## src/rtl/bitstream_decoder_if.sv

```systemverilog
// ==== bitstream_decoder_if : start/abort/rail inputs and busy/valid/result outputs ====
// ==== rev 1.0 ====
`default_nettype none

interface bitstream_decoder_if #(
  parameter int LOG_LEN = 8
);
  logic               start;
  logic               abort;
  logic               x_p;
  logic               x_m;
  logic               busy;
  logic               valid;
  logic [LOG_LEN+1:0] y;

  modport master (
    output start, abort, x_p, x_m,
    input  busy, valid, y
  );

  modport slave (
    input  start, abort, x_p, x_m,
    output busy, valid, y
  );
endinterface

`default_nettype wire

```

## src/rtl/bitstream_decoder.sv

```systemverilog
// ==== bitstream_decoder : counts x_p/x_m ones over a 2^LOG_LEN window, emits signed difference ====
// ==== rev 1.0 ====
`default_nettype none

module bitstream_decoder #(
  parameter int LOG_LEN = 8
) (
  input  wire logic          CLK,
  input  wire logic          nRST,
  bitstream_decoder_if.slave bus
);

  localparam logic [LOG_LEN:0] WIN_LEN = {1'b1, {LOG_LEN{1'b0}}};
  localparam logic [LOG_LEN:0] ONE     = {{LOG_LEN{1'b0}}, 1'b1};

  typedef enum logic [1:0] {
    IDLE = 2'd0,
    RUN  = 2'd1,
    DONE = 2'd2
  } state_t;

  state_t           state;
  logic [LOG_LEN:0] cnt_p;
  logic [LOG_LEN:0] cnt_m;
  logic [LOG_LEN:0] smp;
  logic [LOG_LEN:0] smp_next;
  logic [LOG_LEN:0] inc_p;
  logic [LOG_LEN:0] inc_m;

  assign smp_next = smp + ONE;
  assign inc_p    = {{LOG_LEN{1'b0}}, bus.x_p};
  assign inc_m    = {{LOG_LEN{1'b0}}, bus.x_m};

  always_ff @(posedge CLK or negedge nRST) begin
    if (!nRST) begin
      state     <= IDLE;
      cnt_p     <= '0;
      cnt_m     <= '0;
      smp       <= '0;
      bus.busy  <= 1'b0;
      bus.valid <= 1'b0;
      bus.y     <= '0;
    end else begin
      bus.valid <= 1'b0;
      case (state)
        IDLE: begin
          if (bus.start) begin
            cnt_p    <= '0;
            cnt_m    <= '0;
            smp      <= '0;
            bus.busy <= 1'b1;
            state    <= RUN;
          end
        end
        RUN: begin
          if (bus.abort) begin
            bus.busy <= 1'b0;
            state    <= IDLE;
          end else begin
            cnt_p <= cnt_p + inc_p;
            cnt_m <= cnt_m + inc_m;
            smp   <= smp_next;
            if (smp_next == WIN_LEN) begin
              state <= DONE;
            end
          end
        end
        DONE: begin
          // abort wins over completion: drop the result, keep the old y
          if (!bus.abort) begin
            bus.y     <= {1'b0, cnt_p} - {1'b0, cnt_m};
            bus.valid <= 1'b1;
          end
          bus.busy <= 1'b0;
          state    <= IDLE;
        end
        default: begin
          bus.busy <= 1'b0;
          state    <= IDLE;
        end
      endcase
    end
  end

endmodule

`default_nettype wire

```

## src/flat_wrapper.sv

```systemverilog
// flat-port wrapper written by rule: the top's interface ports become plain ports
module bitstream_decoder_flat 
#(
  parameter int LOG_LEN = 8
)
  (CLK, nRST, bus_start, bus_abort, bus_x_p, bus_x_m, bus_busy, bus_valid, bus_y);
  bitstream_decoder_if #(.LOG_LEN(LOG_LEN)) bus_i ();
  input  wire logic CLK;
  input  wire logic nRST;
  input wire logic [$bits(bus_i.start)-1:0] bus_start;
  input wire logic [$bits(bus_i.abort)-1:0] bus_abort;
  input wire logic [$bits(bus_i.x_p)-1:0] bus_x_p;
  input wire logic [$bits(bus_i.x_m)-1:0] bus_x_m;
  output wire logic [$bits(bus_i.busy)-1:0] bus_busy;
  output wire logic [$bits(bus_i.valid)-1:0] bus_valid;
  output wire logic [$bits(bus_i.y)-1:0] bus_y;
  assign bus_i.start = bus_start;
  assign bus_i.abort = bus_abort;
  assign bus_i.x_p = bus_x_p;
  assign bus_i.x_m = bus_x_m;
  assign bus_busy = bus_i.busy;
  assign bus_valid = bus_i.valid;
  assign bus_y = bus_i.y;
  bitstream_decoder #(.LOG_LEN(LOG_LEN)) u_core (.CLK(CLK), .nRST(nRST), .bus(bus_i));
endmodule
```

## config.mk

```make
export PLATFORM = sky130hd
export DESIGN_NAME = bitstream_decoder_flat
export DESIGN_NICKNAME = d
export VERILOG_FILES = /design/src/rtl/bitstream_decoder_if.sv /design/src/rtl/bitstream_decoder.sv /design/src/flat_wrapper.sv
export SDC_FILE = /design/constraint.sdc
export NUM_CORES = 1
export LEC_CHECK = 0
export CELL_PAD_IN_SITES_DETAIL_PLACEMENT = 0
export CELL_PAD_IN_SITES_GLOBAL_PLACEMENT = 2
export CORE_UTILIZATION = 37
export DETAILED_ROUTE_END_ITERATION = 10
export HOLD_SLACK_MARGIN = 0.1
export PLACE_DENSITY = 0.85
export SYNTH_ARGS = -nofsm -noshare
export SYNTH_HDL_FRONTEND = slang
export SYNTH_SLANG_ARGS = --single-unit
export TNS_END_PERCENT = 20
```

## constraint.sdc

```tcl
create_clock -name CLK -period 2.15 [get_ports CLK]
set_input_delay 0.43 -clock CLK [delete_from_list [all_inputs] [get_ports CLK]]
set_output_delay 0.43 -clock CLK [all_outputs]
set_load 0.005 [all_outputs]
```

==> results.rst <==
.. list-table::
   :header-rows: 1

   * - Metric
     - Value
   * - Maximum VDD drop
     - 245 uV
   * - NetSw
     - 580 uW
   * - Clock tree from TritonCTS
     - done
   * - Height of the die
     - 83.1 um
   * - Number of enable flip-flop cells after synthesis
     - 0
   * - Cell type with the largest total area after synthesis
     - sky130_fd_sc_hd__dfrtp_1
   * - Crit path required time
     - 2340 ps
   * - Design Power
     - 1.83 mW
   * - ANT cells
     - 0
   * - Most instantiated flip-flop cell in the synthesis netlist
     - sky130_fd_sc_hd__dfrtp_1
   * - Number of nets in the final layout
     - 314
   * - Clk network pwr share
     - 27.9%
   * - Pins Over Slew Limit
     - 0
   * - DR DRC count
     - 0
   * - Sequential-to-total area share from yosys stat
     - 42.2%
   * - Fillers
     - 629
   * - Syn. warnings
     - 0
   * - Final critical-path share of the clock period
     - 92.0%
   * - Sinks on the clock net
     - 41
   * - Wire length of the first global-routing pass
     - 8650 um
   * - Layout overhead on the synthesized area
     - 16.7%
   * - Cells taking the most area after synthesis
     - sky130_fd_sc_hd__dfrtp_1 42%, sky130_fd_sc_hd__ha_1 7.7%, sky130_fd_sc_hd__nand2_1 6.0%
   * - Initial standard-cell utilization of the core
     - 38.3%
   * - Maxcap violations
     - 0
   * - Flop and latch count out of synthesis
     - 41
   * - Hold buffers post-CTS
     - 0
   * - Synth Net Count
     - 288
   * - Number of input and output port buffers inserted
     - 17
   * - Startpoint of the worst-slack reg-to-reg timing path
     - u_core.smp[1]$_DFFE_PN0P_
   * - IO Count
     - 18
   * - Portion of total power attributed to combinational logic
     - 25.2%
   * - Wirelength per Cell
     - 13.4 um
   * - Floorplan Core Area
     - 0.00635 mm2
   * - Worst clock skew on the final layout
     - 8.87 ps
   * - Cell area power density
     - 645 mW/mm2
   * - Worst Slack Setup Final
     - 172 ps
   * - Hold Worst Slack
     - 90.7 ps
   * - Peak clock frequency supported by timing
     - 506 MHz
   * - Final global-route overflow total
     - 0
   * - Placer's final routability congestion estimate
     - 0.799
   * - Vias after detailed routing
     - 1,902
   * - Fraction of power consumed by sequential logic
     - 46.9%
   * - Area of the die
     - 0.00690 mm2
   * - CTS Buf Count
     - 5
   * - Fraction of post-synthesis cell area in the top cell type by area
     - 42.2%
   * - Average instance area after synthesis
     - 9.14 um2
   * - Clock Pin Slew Worst Setup and Hold Paths
     - 90 ps
   * - Final setup violation count
     - 0
   * - Clock latency at the later pin of the worst-skew pair
     - 300 ps
   * - Vias in the first global route
     - 1,775
   * - Share of synthesized registers carrying an async set or reset
     - 100%
   * - Total global routing track utilization
     - 15.6%
   * - Run status
     - completed
   * - Antenna violations before repair
     - 0
   * - WP data arrival
     - 2170 ps
   * - ANT nets after route
     - 0
   * - Largest net degree at the start of global routing
     - 23
   * - H-tree depth
     - 2
   * - Worst Setup End Kind
     - flip-flop
   * - Final hold violations
     - 0
   * - Cell Area, Synth
     - 0.00243 mm2
   * - Class of the worst hold path
     - in -> async
   * - Setup TNS
     - 0 ps
   * - Clock Path Buffers
     - 2
   * - Post-route minimum period
     - 1980 ps
   * - Int Pwr
     - 1.25 mW
   * - Fraction of final layout cells with drive strength greater than 1
     - 12.6%
   * - Number of iterations in the first detailed-routing pass
     - 4
   * - Num rows
     - 29
   * - Non-filler instance count after layout
     - 370
   * - Count of distinct cell types in the synthesized netlist
     - 47
   * - Via density per instance
     - 5.14
   * - Worst setup SP type
     - flip-flop
   * - Setup slack, reg-to-reg
     - 170 ps
   * - Final HPWL from detailed placement
     - 3760 um
   * - Fraction of power spent switching nets
     - 31.7%
   * - Type of the setup path with the least slack
     - reg -> reg
   * - Worst Tran Pin Value
     - 514 ps
   * - Worst setup slack before clock tree synthesis
     - 57.8 ps
   * - Reported leakage power
     - 1.25 nW
   * - Setup repair after global routing missed its margin
     - false
   * - Start point of the critical path
     - u_core.smp[1]$_DFFE_PN0P_
   * - Post-synthesis cell count
     - 266
   * - Die X-Extent
     - 83.1 um
   * - Max-slew headroom
     - 65.7%
   * - Routed Wire Length
     - 4970 um
   * - Root Driver
     - sky130_fd_sc_hd__clkbuf_8
   * - Placed insts
     - 362
   * - Starting DRT DRC Count
     - 114
   * - Maximum fanout count along the critical path
     - 5
-- cell type report --
| type | instances | area [um2] | area share [%] |
|---|---|---|---|
| inverters | 16 | 60.1 | 2.12 |
| well taps | 77 | 96.3 | 3.39 |
| clock inverters | 3 | 17.5 | 0.617 |
| multi-input cells | 196 | 1290 | 45.5 |
| flip-flops and latches | 41 | 1030 | 36.1 |
| repair buffers | 32 | 278 | 9.78 |
| clock buffers | 5 | 68.8 | 2.42 |
-- registers in the layout (all words and copies together) (netlist names) --
signal / cells
u_core.cnt_m: 9
u_core.cnt_p: 9
u_core.bus.y: 10
u_core.bus.valid: 1
u_core.state: 2
u_core.bus.busy: 1
u_core.smp: 9
-- synthesized netlist by cell type (all sizes together), types with 3 or more instances --
cell / n
o21ai: 18
and3: 5
xnor2: 15
a21oi: 8
nand3: 10
buf: 6
a31oi: 4
nand4: 7
clkbuf: 7
nor3b: 3
inv: 16
ha: 15
nor3: 9
nor2: 17
o31ai: 5
nand2: 39
nand2b: 4
xor2: 5
dfrtp: 41
nor2b: 4
-- final timing paths --
check / to / cells after the start
worst max-delay path: u_core.state[0]$_DFFE_PN0P_ / 6
worst min-delay path: u_core.bus.y[4]$_DFFE_PN0P_ / 1
worst max register to register: u_core.state[0]$_DFFE_PN0P_ / 6
worst min register to register: u_core.bus.y[1]$_DFFE_PN0P_ / 2
max in group asynchronous: u_core.cnt_m[5]$_DFFE_PN0P_ / 2
min in group CLK: u_core.bus.y[1]$_DFFE_PN0P_ / 2
-- power groups by stage --
stage                     Sequential (mW)  Clock, mW  Combinational [mW]
after floorplan                     0.863          0               0.305
after global placement              0.873          0               0.451
after detailed placement            0.874          0               0.453
after CTS                           0.859      0.531               0.454
after global routing                0.865      0.564               0.518
final                               0.859      0.510               0.462
-- repair_timing --
| item | CTS | global route |
|---|---|---|
| hold endpoints to repair | 0 | 0 |
| setup endpoints to repair | 0 | 3 |
| setup buffers | 0 | 0 |
| gates resized for setup | 0 | 4 |
-- per-stage QoR --
| stage | utilization, % | cell area, um2 |
|---|---|---|
| after floorplan | - | 2430 |
| after global placement | 43.0 | 2730 |
| after detailed placement | 43.0 | 2730 |
| after CTS | 44.4 | 2820 |
| after global routing | 44.7 | 2840 |
| final | 44.7 | 2840 |
-- per-layer routing --
metal,global-route usage (%),part of all wire [%],up-vias
met5,0,0,-
met4,4.23,1.2,0
met3,3.68,3.1,6
met2,22.9,43,26
met1,23.0,53,885
li1,-,-,985
-- cell families (layout without fill, tap and decap cells) --
group                    after synthesis  after routing  synth area share [%]
AND/OR/NAND/NOR                      108            108                  22.5
AO/OA/AOI/OAI                         51             51                  13.7
flip-flops                            41             41                  42.2
buffers and inverters                 29             56                  5.50
XOR/XNOR                              20             20                  7.20
adder cells (fa/ha/maj)               16             16                  8.54
multiplexers                           1              1                 0.412
-- critical path: stages, from the launching register on --
cell and delay, ps:
sky130_fd_sc_hd__dfrtp_1 420, sky130_fd_sc_hd__ha_1 280, sky130_fd_sc_hd__nand2_1 150, sky130_fd_sc_hd__xnor2_1 160, sky130_fd_sc_hd__a31oi_1 100, sky130_fd_sc_hd__or4b_4 570
sky130_fd_sc_hd__a21o_1 190
-- placed cells by master (no fill, tap or decap), types with 4 or more instances in the layout --
cell	count
sky130_fd_sc_hd__a21oi_1	7
sky130_fd_sc_hd__a31oi_1	4
sky130_fd_sc_hd__and3_1	4
sky130_fd_sc_hd__buf_4	15
sky130_fd_sc_hd__clkbuf_8	5
sky130_fd_sc_hd__clkdlybuf4s50_1	16
sky130_fd_sc_hd__dfrtp_1	41
sky130_fd_sc_hd__ha_1	15
sky130_fd_sc_hd__inv_1	16
sky130_fd_sc_hd__nand2_1	39
sky130_fd_sc_hd__nand3_1	10
sky130_fd_sc_hd__nand4_1	7
sky130_fd_sc_hd__nor2_1	17
sky130_fd_sc_hd__nor2b_1	4
sky130_fd_sc_hd__nor3_1	8
sky130_fd_sc_hd__o21ai_0	18
sky130_fd_sc_hd__o31ai_1	5
sky130_fd_sc_hd__xnor2_1	15
sky130_fd_sc_hd__xor2_1	5
(Power assumes the default switching activity.)
